### config.mk
export PLATFORM = sky130hd
export DESIGN_NAME = id_ex_stage
export DESIGN_NICKNAME = d
export VERILOG_FILES = /design/src/rtl/id_ex_pkg.sv /design/src/rtl/id_ex_skid_buf.sv /design/src/rtl/id_ex_stage.sv
export SDC_FILE = /design/constraint.sdc
export NUM_CORES = 1
export LEC_CHECK = 0
export CAP_MARGIN = 20
export CORE_ASPECT_RATIO = 0.5
export CORE_MARGIN = 8
export CORE_UTILIZATION = 40
export DETAILED_ROUTE_END_ITERATION = 6
export PLACE_DENSITY_LB_ADDON = 0.1
export SLEW_MARGIN = 20
export SYNTH_ARGS = -nofsm -noshare
export SYNTH_HDL_FRONTEND = slang
export SYNTH_HIERARCHICAL = 1
export SYNTH_SLANG_ARGS = --single-unit
### constraint.sdc
create_clock -name clk -period 2.5 [get_ports clk]
set_input_delay 0.25 -clock clk [delete_from_list [all_inputs] [get_ports clk]]
set_output_delay 0.25 -clock clk [all_outputs]
set_load 0.005 [all_outputs]
### src/rtl/id_ex_pkg.sv
// Shared types for the ID->EX pipeline stage: default widths, payload layout,
// skid-buffer state encoding and the all-zero bubble payload.
package id_ex_pkg;

  localparam int unsigned DEF_DATA_W     = 32;
  localparam int unsigned DEF_ALU_SEL_W  = 3;
  localparam int unsigned DEF_ALU_OP_W   = 8;
  localparam int unsigned DEF_REG_ADDR_W = 5;

  // Field order matches the packing used by id_ex_stage (sel is the MSB end)
  typedef struct packed {
    logic [DEF_ALU_SEL_W-1:0]  sel;
    logic [DEF_ALU_OP_W-1:0]   op;
    logic [DEF_DATA_W-1:0]     op1;
    logic [DEF_DATA_W-1:0]     op2;
    logic                      we;
    logic [DEF_REG_ADDR_W-1:0] waddr;
  } id_ex_payload_t;

  typedef enum logic [1:0] {
    EMPTY = 2'd0,
    FULL  = 2'd1,
    SKID  = 2'd2
  } skid_state_e;

  localparam id_ex_payload_t PAYLOAD_ZERO = '0;

endpackage

### src/rtl/id_ex_skid_buf.sv
// Generic valid/ready register slice with synchronous flush.
// ID_EX_SKID_EN defined: 2-entry (main + skid) buffer with a registered in_ready.
// ID_EX_SKID_EN undefined: single register, in_ready = !out_valid | out_ready.
module id_ex_skid_buf
  import id_ex_pkg::*;
#(
  parameter int unsigned W = 8
) (
  input  logic         clk,
  input  logic         rst_n,
  input  logic         flush,
  input  logic         in_valid,
  output logic         in_ready,
  input  logic [W-1:0] in_data,
  output logic         out_valid,
  input  logic         out_ready,
  output logic [W-1:0] out_data
);

`ifdef ID_EX_SKID_EN
  localparam logic [1:0] ST_EMPTY = 2'(EMPTY);
  localparam logic [1:0] ST_FULL  = 2'(FULL);
  localparam logic [1:0] ST_SKID  = 2'(SKID);

  logic [1:0]   state_q, state_d;
  logic [W-1:0] main_q, main_d;
  logic [W-1:0] skid_q, skid_d;
  logic         valid_q;
  logic         ready_q;
  logic         acc;
  logic         del;

  assign acc       = in_valid & ready_q;
  assign del       = valid_q & out_ready;
  assign in_ready  = ready_q;
  assign out_valid = valid_q;
  assign out_data  = main_q;

  // Next-state and next-data for the main/skid pair
  always_comb begin
    state_d = state_q;
    main_d  = main_q;
    skid_d  = skid_q;
    if (flush) begin
      state_d = ST_EMPTY;
      main_d  = '0;
      skid_d  = '0;
    end else begin
      case (state_q)
        ST_EMPTY: begin
          if (acc) begin
            state_d = ST_FULL;
            main_d  = in_data;
          end
        end
        ST_FULL: begin
          if (acc && del) begin
            main_d = in_data;
          end else if (acc) begin
            state_d = ST_SKID;
            skid_d  = in_data;
          end else if (del) begin
            state_d = ST_EMPTY;
          end
        end
        ST_SKID: begin
          if (del) begin
            state_d = ST_FULL;
            main_d  = skid_q;
          end
        end
        default: begin
          state_d = ST_EMPTY;
        end
      endcase
    end
  end

  // State, data and registered handshake flags
  always_ff @(posedge clk or negedge rst_n) begin
    if (!rst_n) begin
      state_q <= ST_EMPTY;
      main_q  <= '0;
      skid_q  <= '0;
      valid_q <= 1'b0;
      ready_q <= 1'b1;
    end else begin
      state_q <= state_d;
      main_q  <= main_d;
      skid_q  <= skid_d;
      valid_q <= (state_d != ST_EMPTY);
      ready_q <= (state_d != ST_SKID);
    end
  end
`else
  logic         valid_q, valid_d;
  logic [W-1:0] data_q, data_d;
  logic         acc;

  assign in_ready  = ~valid_q | out_ready;
  assign acc       = in_valid & in_ready;
  assign out_valid = valid_q;
  assign out_data  = data_q;

  // Next value of the single holding register
  always_comb begin
    valid_d = valid_q;
    data_d  = data_q;
    if (flush) begin
      valid_d = 1'b0;
      data_d  = '0;
    end else if (acc) begin
      valid_d = 1'b1;
      data_d  = in_data;
    end else if (out_ready) begin
      valid_d = 1'b0;
    end
  end

  // Holding register
  always_ff @(posedge clk or negedge rst_n) begin
    if (!rst_n) begin
      valid_q <= 1'b0;
      data_q  <= '0;
    end else begin
      valid_q <= valid_d;
      data_q  <= data_d;
    end
  end
`endif

endmodule

### src/rtl/id_ex_stage.sv
// ID->EX pipeline register: valid/ready slice carrying the ALU/operand/writeback
// payload, bubble-safe write enable and a saturating EX stall counter.
// Build option: ID_EX_SKID_EN selects the 2-entry skid buffer with registered id_ready_o.
module id_ex_stage
  import id_ex_pkg::*;
#(
  parameter int unsigned DATA_W     = DEF_DATA_W,
  parameter int unsigned ALU_SEL_W  = DEF_ALU_SEL_W,
  parameter int unsigned ALU_OP_W   = DEF_ALU_OP_W,
  parameter int unsigned REG_ADDR_W = DEF_REG_ADDR_W,
  parameter int unsigned CNT_W      = 16
) (
  input  logic                  clk,
  input  logic                  rst_n,
  input  logic                  flush_i,
  input  logic                  id_valid_i,
  output logic                  id_ready_o,
  input  logic [ALU_SEL_W-1:0]  id_alu_sel_i,
  input  logic [ALU_OP_W-1:0]   id_alu_op_i,
  input  logic [DATA_W-1:0]     id_op_number_1_i,
  input  logic [DATA_W-1:0]     id_op_number_2_i,
  input  logic                  id_write_reg_en_i,
  input  logic [REG_ADDR_W-1:0] id_write_reg_addr_i,
  output logic                  ex_valid_o,
  input  logic                  ex_ready_i,
  output logic [ALU_SEL_W-1:0]  ex_alu_sel_o,
  output logic [ALU_OP_W-1:0]   ex_alu_op_o,
  output logic [DATA_W-1:0]     ex_op_number_1_o,
  output logic [DATA_W-1:0]     ex_op_number_2_o,
  output logic                  ex_write_reg_en_o,
  output logic [REG_ADDR_W-1:0] ex_write_reg_addr_o,
  output logic [CNT_W-1:0]      stall_cnt_o
);

  localparam int unsigned PAYLOAD_W = ALU_SEL_W + ALU_OP_W + 2 * DATA_W + 1 + REG_ADDR_W;

  logic [PAYLOAD_W-1:0] pl_in;
  logic [PAYLOAD_W-1:0] pl_out;
  logic                 we_raw;
  logic [CNT_W-1:0]     cnt_q, cnt_d;

  assign pl_in = {id_alu_sel_i, id_alu_op_i, id_op_number_1_i, id_op_number_2_i,
                  id_write_reg_en_i, id_write_reg_addr_i};

  id_ex_skid_buf #(
    .W (PAYLOAD_W)
  ) u_buf (
    .clk       (clk),
    .rst_n     (rst_n),
    .flush     (flush_i),
    .in_valid  (id_valid_i),
    .in_ready  (id_ready_o),
    .in_data   (pl_in),
    .out_valid (ex_valid_o),
    .out_ready (ex_ready_i),
    .out_data  (pl_out)
  );

  assign {ex_alu_sel_o, ex_alu_op_o, ex_op_number_1_o, ex_op_number_2_o,
          we_raw, ex_write_reg_addr_o} = pl_out;

  // Bubbles never write back
  assign ex_write_reg_en_o = ex_valid_o & we_raw;

  // Saturating count of cycles where EX back-pressures a valid beat
  always_comb begin
    cnt_d = cnt_q;
    if (ex_valid_o && !ex_ready_i && (cnt_q != {CNT_W{1'b1}})) begin
      cnt_d = cnt_q + CNT_W'(1);
    end
  end

  // Stall counter register; only reset clears it
  always_ff @(posedge clk or negedge rst_n) begin
    if (!rst_n) begin
      cnt_q <= '0;
    end else begin
      cnt_q <= cnt_d;
    end
  end

  assign stall_cnt_o = cnt_q;

endmodule

## Word-level counts from Yosys, hierarchy flattened

Cells that the tools add are included.

- Flip-flop bits (word level): 98
- Output and inout port bits: 99
- Logic and storage cells: 19

- Add/sub/neg operators: 1
- Equality and inequality tests: 1
- Mux-type cells: 5
- Bitwise operators: 4
- Reductions and logical operators: 5

Operators with widths:

| kind | count |
|---|---|
| two-way mux 81 bit | 2 |
| adder 16 x 1 -> 16 bit (second input constant) | 1 |
| inequality test 16 bit (second input constant) | 1 |
| two-way mux 1 bit | 3 |
| nonzero test 3 bit | 1 |
| bitwise AND 1 bit | 2 |
| logical AND 1 bit | 2 |
| nonzero test 2 bit | 1 |
| zero test 1 bit | 1 |
| inverter 1 bit | 1 |
| OR 1 bit | 1 |

## Longest topological paths before layout

Gate-level depths: netlist of run 1.

- Word-level depth: 5
- Depth in mapped cells: 5

## Modules after synthesis

The synthesis of run 1 kept the hierarchy.

By module, submodules not included:

| module | instances | cells an instance | area each (sq um) | seq. area each (sq um) |
|---|---|---|---|---|
| id_ex_skid_buf | 1 | 373 | 4245.3 | 2052.0 |
| id_ex_stage | 1 | 87 | 910.9 | 400.4 |

## Worst setup path before layout of run 1

No wires, ideal clock.

- Path kind: reg-to-reg
- Start point: register cnt_q[0] (netlist: stall_cnt_o[0])
- End point: register cnt_q[9] (netlist: stall_cnt_o[9])
- Library setup time: 0.079 ns
- Arrival time: 1.444 ns
- Path slack: 0.976 ns
- Stages on the path, launching flop included: 6
- Buffers on the path: 0
- Period minus slack after synthesis: 1.524 ns
- Path through: dfrtp_1 ha_1 and3_1 and3_1 nor4b_2 xor2_1

- Longest elaborated chain between the ends: 2

RTL lines:

| element | line | source |
|---|---|---|
| start: declaration | id_ex_stage.sv:40 | `logic [CNT_W-1:0] cnt_q, cnt_d;` |
| start signal: assignment | id_ex_stage.sv:78 | `cnt_q <= cnt_d;` |
| branches (longest 2 deep; another with adder 16 x 1 -> 16 bit) | -- |  |

Several ways; the timed one is not identified.
A chain may end at the register's enable or synchronous reset.

## Worst setup path after layout of run 1

- Start point: register u_buf.valid_q (netlist: u_buf/out_valid)
- End point: output id_ready_o

- Longest elaborated chain between the ends: 2

RTL lines:

| element | line | source |
|---|---|---|
| start: declaration | id_ex_skid_buf.sv:96 | `logic valid_q, valid_d;` |
| start signal: assignment | id_ex_skid_buf.sv:126 | `valid_q <= valid_d;` |
| inverter 1 bit | id_ex_skid_buf.sv:100 | `assign in_ready = ~valid_q \| out_ready;` |
| OR 1 bit | id_ex_skid_buf.sv:100 |  |
| end: declaration | id_ex_stage.sv:17 | `output logic id_ready_o,` |

Every way passes these cells.

==> flow_metrics.py, run 1 <==
metrics = {
    "drt": {
        "wl_met1_um": 6500,
        "vias": 3982,
        "wl_met2_um": 6690,
        "ant_nets": 0,
        "drt-initial-drc-count": 226,
        "wl_met3_um": 776,
        "wire_per_inst_um": 17.7,
        "via_per_inst": 5.03,
        "drc_errors": 0,
        "drt-total-wl_um": 14000,
        "routed.top_layer": "met5",
        "first_pass_iters": 4,
    },
    "global_route": {
        "grt_max_degree": 83,
        "grt.total_usage_pct": 16.1,
        "grt-ovfl-total": 0,
        "grt_pass1_wl_um": 21900,
        "grt_antenna_before_repair": 1,
        "grt_pass1_vias": 3970,
    },
    "synth": {
        "synthFlopType": "dfrtp_1",
        "ys_seq_elements": 98,
        "synthArstFlopShare_pct": 100,
        "syn_area_per_cell_um2": 11.2,
        "yosys_warnings": 6,
        "yosysUniqueCellTypes": 44,
        "syn-cell-area_mm2": 0.00516,
        "synth_edf_count": 0,
        "synthCells": 460,
        "synthesis.nets": 547,
        "ys_seq_area_share_pct": 47.6,
    },
    "status": {
        "outcome": "finished, final reports clean",
    },
    "place": {
        "dp_hpwl_um": 9690,
        "place_area_mm2": 0.00707,
        "placed_cells": 777,
        "io_buffers": 184,
        "gp_congestion": 0.807,
    },
    "timing": {
        "setup_tns_ps": 0,
        "grt_setup_unrepaired": "false",
        "worst_slew_pin_slew_ps": 720,
        "hold_viol": 0,
        "fin_worst_skew_ps": 8.44,
        "fin_crit_sh_pct": 72.8,
        "max_slew_margin_pct": 52.0,
        "drv_slew": 0,
        "setup_violations": 0,
        "fmax_ghz": 0.549,
        "fin_crit_ps": 1820,
    },
    "clocking": {
        "cts_buffers": 9,
        "path_clk_slew_ps": 70,
        "clock_latency_ps": 340,
        "root_buffer": "clkbuf_16",
        "tritoncts": "built",
        "cts_setup_buffers": 0,
        "cts_buffer_depth": 2,
        "h-tree-depth": 3,
        "cts.sinks": 98,
    },
    "floorplanning": {
        "ioPinCount": 185,
        "core_region_area_mm2": 0.0126,
        "die_w_um": 177,
        "die_height_um": 96.3,
        "die-area_mm2": 0.0170,
        "start_util_pct": 40.8,
        "rows": 29,
    },
    "layout": {
        "fin_util_pct": 58.4,
        "n_antenna_cell": 0,
        "fin_cells": 792,
        "drive_gt1_share_pct": 18.6,
        "fin_nets": 706,
        "stdcell_area_mm2": 0.00738,
        "syn_to_final_growth_pct": 43.0,
    },
    "setup_path": {
        "crit_arrival_ps": 1570,
        "critPathKind": "flip-flop to output pin",
        "cp-start-kind": "flip-flop",
        "required_ps": 2250,
        "path_max_fanout": 11,
        "cp-end-kind": "output pin",
    },
    "job": {
        "drv_cap": 0,
    },
    "power": {
        "power_leakage_nw": 2.98,
        "power.density_mw_per_mm2": 546,
        "ir_drop_uv": 346,
    },
    "min_path": {
        "min_path_type": "input pin to flip-flop",
    },
}
==> synth_stat cells (2+ instances only) <==
cell type  number  area share, %
buf_6           9            2.0
clkbuf_1       11           0.80
nor2_1          5           0.36
xor2_1          3           0.51
xnor2_1         2           0.34
mux2_2          2           0.44
nand2b_1        2           0.24
and3_1          6           0.73
buf_1           4           0.29
o21a_1          2           0.29
a21bo_1        77             15
nor4_4          2           0.83
nand4_1         4           0.49
nand3_1        88            8.5
dfrtp_1        98             48
buf_4           2           0.29
nand2_1         5           0.36
inv_1           3           0.22
nor3_1          3           0.29
buf_2          20            1.9
a21oi_2        75             13
a21bo_2         4           0.78
a21oi_1        12            1.2
==> final cells by class <==
type	instances	area [um2]
flip-flops and latches	98	2450
fillers	1064	5250
repair buffers	194	1990
well taps	170	213
inverters	3	11.3
multi-input cells	313	2420
clock inverters	4	53.8
clock buffers	10	239
==> placed cells by master, fill, tap and decap left out, drive strengths merged, types with 2 or more instances in the layout <==
cell,synthesis,routed
buf,35,12
nand2b,3,3
dfrtp,98,98
a21bo,81,81
o21a,2,2
xor2,3,3
clkbuf,11,10
nor2,6,6
clkdlybuf4s50,0,181
nand2,5,5
and3,6,6
a21oi,87,87
inv,3,3
nand3,89,89
nor4,3,3
clkinvlp,0,2
mux2,4,4
nand4,5,5
nor3,3,3
nor3b,2,2
xnor2,2,2
==> metal layers <==
layer | up-vias | GRT usage [%]
met4 | 2 | 2.50
met5 | - | 0
li1 | 1974 | -
met3 | 9 | 4.82
met1 | 1909 | 21.2
met2 | 88 | 26.4
==> where the power goes <==
part | internal, mW | switching (mW) | total (mW) | leakage [nW]
registers | 1.70 | 0.105 | 1.81 | 1.31
logic | 0.490 | 0.348 | 0.838 | 1.54
clock network | 0.794 | 0.593 | 1.39 | 0.137
==> state kept, by name (all words and copies together), names as in the netlist <==
signal	flops
stall_cnt_o	16
u_buf/out_data	81
u_buf/out_valid	1
==> critical path, cell delays in order (launching register included) <==
cell	delay, ps
dfrtp_1	490
nand2b_4	210
clkdlybuf4s50_1	530
==> cells by family after synthesis <==
family | Yosys count | synth area share [%]
AOI/OAI and AO/OA | 174 | 30.5
xor gates and xnor gates | 5 | 0.849
adders and majority gates | 1 | 0.243
buffers and inverters | 49 | 5.51
DFF | 98 | 47.6
muxes | 5 | 1.14
and+or+nand+nor | 128 | 14.2
==> worst paths after layout <==
| check | start | to | depth (start not counted) | slack [ps] |
|---|---|---|---|---|
| worst max-delay path | u_buf/out_valid$_DFFE_PN0P_ | id_ready_o | 2 | 680 |
| worst min-delay path | flush_i | u_buf/out_data[49]$_DFFE_PN0P_ | 2 | 400 |
| worst max register to register | stall_cnt_o[0]$_DFFE_PN0P_ | stall_cnt_o[10]$_DFFE_PN0P_ | 5 | 780 |
| worst min register to register | stall_cnt_o[0]$_DFFE_PN0P_ | stall_cnt_o[0]$_DFFE_PN0P_ | 1 | 540 |
| max in group asynchronous | rst_n | u_buf/out_data[50]$_DFFE_PN0P_ | 3 | 1300 |
| min in group asynchronous | rst_n | stall_cnt_o[5]$_DFFE_PN0P_ | 2 | 500 |
==> timing repair <==
item | CTS | global route
setup endpoints to repair | 0 | 0
hold endpoints to repair | 24 | 0
hold buffers | 1 | 0
resized for setup | 0 | 0
==> metrics by stage <==
stage | hold WS [ps] | worst slack [ps] | power, mW
floorplan | -45.6 | 976 | 2.20
detailed placement | 354 | 685 | 2.68
CTS | 401 | 645 | 4.10
global route | 408 | 608 | 4.24
global placement | 366 | 695 | 2.68
finish | 401 | 680 | 4.03
No activity file was read; power rests on OpenSTA's default activity.
==> run 2: changes to the inputs <==
==> constraint.sdc (replaced) <==
create_clock -name clk -period 1.9 [get_ports clk]
set_input_delay 0.19 -clock clk [delete_from_list [all_inputs] [get_ports clk]]
set_output_delay 0.19 -clock clk [all_outputs]
set_load 0.005 [all_outputs]
==> run 2 against run 1 <==
  * Sequential power is 31% higher
  * Global-route usage up 0.69 points
  * Sequential share of layout area down 0.62 points
  * Flip-flop and latch count is the same
  * Via count increased by 3.6%
  * Combinational power is 35% higher
  * Final cell count increased by 1.4%
  * Core utilization is 1.1 points higher
  * Worst hold slack got worse by 150 ps
  * Critical endpoint is now ex_write_reg_en_o
==> flow_metrics.py, run 2 (synthesis gave the netlist of run 1 again) <==
metrics = {
    "status": {
        "outcome": "finished, final reports clean",
    },
    "timing": {
        "hold_viol": 0,
        "setup_violations": 0,
        "fin_crit_ps": 1700,
        "drv_slew": 0,
        "fmax_ghz": 0.590,
        "grt_setup_unrepaired": "false",
        "fin_crit_sh_pct": 89.3,
        "fin_worst_skew_ps": 11.5,
        "setup_tns_ps": 0,
        "worst_slew_pin_slew_ps": 494,
        "layout_setup_ws_ps": 204,
        "max_slew_margin_pct": 67.1,
    },
    "place": {
        "dp_hpwl_um": 10300,
        "gp_congestion": 0.817,
        "io_buffers": 184,
        "placed_cells": 787,
        "dp_worst_setup_slack_ps": 133,
    },
    "floorplanning": {
        "start_util_pct": 40.8,
        "core_region_area_mm2": 0.0126,
        "rows": 29,
        "die_height_um": 96.3,
        "die-area_mm2": 0.0170,
        "ioPinCount": 185,
        "die_w_um": 177,
    },
    "global_route": {
        "grt_antenna_before_repair": 0,
        "grt.total_usage_pct": 16.8,
        "grt_pass1_wl_um": 22800,
        "grt_pass1_vias": 4156,
        "grt-ovfl-total": 0,
        "grt_max_degree": 85,
    },
    "power": {
        "power_leakage_nw": 3.06,
        "ir_drop_uv": 487,
        "power.density_mw_per_mm2": 727,
        "p_total_mw": 5.46,
    },
    "clocking": {
        "cts_setup_buffers": 0,
        "path_clk_slew_ps": 70,
        "tritoncts": "built",
        "clock_latency_ps": 330,
        "h-tree-depth": 3,
        "cts_buffers": 9,
        "root_buffer": "clkbuf_16",
        "cts.sinks": 98,
        "cts_buffer_depth": 2,
    },
    "layout": {
        "fin_cells": 803,
        "syn_to_final_growth_pct": 45.8,
        "largest_reg_flops": 81,
        "fin_util_pct": 59.5,
        "drive_gt1_share_pct": 20.1,
        "n_antenna_cell": 0,
        "fin_nets": 716,
        "nFillCells": 1067,
        "final_common_cell": "clkdlybuf4s50_1",
        "final_cell_mix": "181 x clkdlybuf4s50_1, 98 x dfrtp_1, 88 x nand3_1",
    },
    "setup_path": {
        "crit_arrival_ps": 1510,
        "worstReg2RegStart": "stall_cnt_o[0]$_DFFE_PN0P_",
        "path_delay_family": "flip-flops",
        "regToRegEndpoint": "stall_cnt_o[10]$_DFFE_PN0P_",
        "required_ps": 1710,
        "cp-start-kind": "flip-flop",
        "ff2ff_path_depth": 5,
        "r2r_slack_ps": 210,
        "cp_slowest_cell": "dfrtp_1",
        "path_buf_inv": 1,
        "critPathKind": "flip-flop to output pin",
        "cp-end-kind": "output pin",
        "critical-path-max-stage-delay_ps": 510,
        "path_max_fanout": 6,
        "path_cells": "and2_1 -> clkdlybuf4s50_1",
    },
    "min_path": {
        "holdPathEnd": "u_buf/out_data[43]$_DFFE_PN0P_",
        "min_from": "flush_i",
        "worstHoldPathCells": 2,
        "min_path_type": "input pin to flip-flop",
    },
    "drt": {
        "wire_per_inst_um": 18.1,
        "drt-total-wl_um": 14500,
        "via_per_inst": 5.14,
        "drc_errors": 0,
        "vias": 4127,
        "drt-initial-drc-count": 225,
        "ant_nets": 0,
        "first_pass_iters": 4,
    },
    "job": {
        "drv_cap": 0,
    },
}
## run 2: cell count changes in the layout (fill, tap and decap cells not counted), sizes merged
cell | before | now
clkbuf | 10 | 11
bufinv | 1 | 2
clkinvlp | 2 | 1
buf | 12 | 22
## run 2: what timing repair did
action,4_1_cts,5_1_grt
endpoints found under the setup margin,0,1
hold buffers,1,0
gates resized for setup,0,1
hold endpoints to repair,32,0
## run 2: worst reg2reg max path, stage by stage (launching register included)
cell	delay [ps]
dfrtp_1	410
ha_1	280
and4b_2	310
nor3b_2	230
and3_1	210
mux2i_1	180
## run 2: worst max-delay path by stage
stage / from / cells after the start / to
5_1_grt: stall_cnt_o[0]$_DFFE_PN0P_ / 5 / stall_cnt_o[10]$_DFFE_PN0P_
3_3_place_gp: ex_ready_i / 5 / stall_cnt_o[9]$_DFFE_PN0P_
2_1_floorplan: stall_cnt_o[0]$_DFFE_PN0P_ / 5 / stall_cnt_o[9]$_DFFE_PN0P_
3_5_place_dp: ex_ready_i / 5 / stall_cnt_o[10]$_DFFE_PN0P_
4_1_cts: u_buf/out_valid$_DFFE_PN0P_ / 2 / ex_write_reg_en_o
6_report: u_buf/out_valid$_DFFE_PN0P_ / 2 / ex_write_reg_en_o
## run 2: through the flow
stage	hold slack [ps]	cell area, um2
2_1_floorplan	-106	5160
3_3_place_gp	184	7190
3_5_place_dp	198	7190
4_1_cts	236	7510
5_1_grt	232	7520
6_report	248	7520
## run 2: area by class of cell
class                   count  area [um2]  area share [%]
flip-flops and latches     98        2450            32.6
multi-input cells         313        2420            32.2
repair buffers            204        2100            27.9
clock buffers              11         243            3.23
well taps                 170         213            2.83
clock inverters             4        76.3            1.02
inverters                   3        11.3           0.150
## run 2: power breakdown
part	total (mW)	switching, mW	leakage, nW	internal (mW)
sequential	2.37	0.137	1.31	2.24
clock	1.96	0.772	0.152	1.19
combinational	1.13	0.467	1.60	0.661
## run 2: layer usage
metal  vias up  GRT usage [%]  share of wire, %
met2        91           28.5                48
met1      2033           21.2                45
met5         -              0                 0
li1       1993              -                 -
met3        10           5.01               6.2
met4         0           3.27              0.72
==> run 3: changes to the inputs <==
--- a/config.mk
+++ b/config.mk
@@ -9,9 +9,9 @@
 export CORE_ASPECT_RATIO = 0.5
 export CORE_MARGIN = 8
 export CORE_UTILIZATION = 40
+export CTS_BUF_LIST = sky130_fd_sc_hd__clkbuf_8
 export DETAILED_ROUTE_END_ITERATION = 6
 export PLACE_DENSITY_LB_ADDON = 0.1
-export SLEW_MARGIN = 20
 export SYNTH_ARGS = -nofsm -noshare
 export SYNTH_HDL_FRONTEND = slang
 export SYNTH_HIERARCHICAL = 1
==> run 3 against run 2 <==
  * First-iteration DRC count up 28%
  * Worst hold slack got worse by 31 ps
  * Register-to-register slack barely moved
  * Flip-flop and latch count is the same
  * Clock power decreased by 24%
  * Via count stayed put
  * Worst setup slack worse by 37 ps
  * Clock skew up 6.7 ps
  * Critical path depth did not move
  * Maximum frequency down 2.1%
  * Final cell count did not move
==> flow_metrics.py, run 3 (synthesis gave the netlist of run 1 again) <==
metrics = {
    "status": {
        "outcome": "finished, final reports clean",
    },
    "drt": {
        "first_pass_iters": 4,
        "drc_errors": 0,
        "vias": 4127,
        "wire_per_inst_um": 18.1,
        "drt-initial-drc-count": 287,
        "drt-total-wl_um": 14500,
        "ant_nets": 0,
        "via_per_inst": 5.14,
    },
    "setup_path": {
        "critPathKind": "flip-flop to output pin",
        "cp.depth": 2,
        "r2r_slack_ps": 210,
        "required_ps": 1710,
        "path_max_fanout": 6,
        "crit_end": "ex_write_reg_en_o",
        "worstReg2RegStart": "stall_cnt_o[0]$_DFFE_PN0P_",
        "crit_arrival_ps": 1540,
        "path_cells": "and2_1 -> clkdlybuf4s50_1",
        "crit_start": "u_buf/out_valid$_DFFE_PN0P_",
        "cp-end-kind": "output pin",
        "critical-path-max-stage-delay_ps": 520,
        "path_delay_family": "flip-flops",
        "cp-start-kind": "flip-flop",
        "path_buf_inv": 1,
        "ff2ff_path_depth": 5,
        "regToRegEndpoint": "stall_cnt_o[10]$_DFFE_PN0P_",
        "cp_slowest_cell": "dfrtp_1",
    },
    "layout": {
        "n_antenna_cell": 0,
        "final_cell_mix": "181 x clkdlybuf4s50_1, 98 x dfrtp_1, 88 x nand3_1",
        "multi_input_area_mm2": 0.00242,
        "syn_to_final_growth_pct": 43.8,
        "nFillCells": 1076,
        "regArea_mm2": 0.00245,
        "largest_reg_flops": 81,
        "final_common_cell": "clkdlybuf4s50_1",
        "fin_util_pct": 58.7,
        "fin_cells": 803,
        "drive_gt1_share_pct": 20.1,
        "stdcell_area_mm2": 0.00741,
        "fin_nets": 716,
    },
    "place": {
        "io_buffers": 184,
        "dp_worst_setup_slack_ps": 133,
        "place_area_mm2": 0.00719,
        "dp_hpwl_um": 10300,
        "placed_cells": 787,
        "gp_congestion": 0.817,
    },
    "global_route": {
        "grt_pass1_wl_um": 22800,
        "grt.total_usage_pct": 16.8,
        "grt_max_degree": 85,
        "grt-ovfl-total": 0,
        "grt_antenna_before_repair": 0,
        "grt_pass1_vias": 4140,
    },
    "floorplanning": {
        "die_w_um": 177,
        "die-area_mm2": 0.0170,
        "rows": 29,
        "die_height_um": 96.3,
        "start_util_pct": 40.8,
        "core_region_area_mm2": 0.0126,
        "ioPinCount": 185,
    },
    "power": {
        "power_leakage_nw": 3.02,
        "ir_drop_uv": 386,
        "p_total_mw": 4.99,
        "power.density_mw_per_mm2": 673,
    },
    "min_path": {
        "min_path_type": "input pin to flip-flop",
    },
    "timing": {
        "timing.hold.ws_ps": 217,
        "fmax_ghz": 0.577,
        "setup_violations": 0,
        "drv_slew": 0,
        "fin_worst_skew_ps": 18.2,
        "setup_tns_ps": 0,
        "worst_slew_pin_slew_ps": 502,
        "hold_viol": 0,
        "fin_crit_ps": 1730,
        "max_slew_margin_pct": 66.5,
        "grt_setup_unrepaired": "false",
        "fin_crit_sh_pct": 91.2,
        "layout_setup_ws_ps": 167,
    },
    "clocking": {
        "path_clk_slew_ps": 90,
        "clock_latency_ps": 360,
        "cts_setup_buffers": 0,
        "tritoncts": "built",
        "cts_buffers": 9,
        "cts_buffer_depth": 2,
        "cts.sinks": 98,
        "root_buffer": "clkbuf_8",
        "h-tree-depth": 3,
    },
    "job": {
        "drv_cap": 0,
    },
}
run 3: repair_timing:
action                                  CTS  global route
endpoints found under the hold margin    32             0
endpoints found under the setup margin    0             1
resized for setup                         0             1
hold buffers                              1             0
run 3: worst min-delay path by stage:
stage | startpoint | end | cells after the start
after global placement | rst_n | stall_cnt_o[4]$_DFFE_PN0P_ | 1
final | flush_i | u_buf/out_data[43]$_DFFE_PN0P_ | 2
after floorplan | rst_n | stall_cnt_o[0]$_DFFE_PN0P_ | 0
after CTS | flush_i | u_buf/out_data[43]$_DFFE_PN0P_ | 2
after global routing | flush_i | u_buf/out_data[43]$_DFFE_PN0P_ | 2
after detailed placement | rst_n | stall_cnt_o[4]$_DFFE_PN0P_ | 1
run 3: power breakdown:
part / internal (mW) / switching, mW
clock network: 0.769 / 0.723
registers: 2.24 / 0.137
logic: 0.661 / 0.466
run 3: layout make-up:
type / count / area share, %
Sequential cell: 98 / 33.1
Timing Repair Buffer: 204 / 28.3
Tap cell: 170 / 2.87
Clock inverter: 5 / 1.08
Inverter: 3 / 0.152
Multi-Input combinational cell: 313 / 32.7
Clock buffer: 10 / 1.86
run 3: metal layers:
metal	global-route usage, %	wire [um]
met5	0	0
met4	3.27	77
met3	5.13	923
met2	28.5	7010
met1	21.1	6520
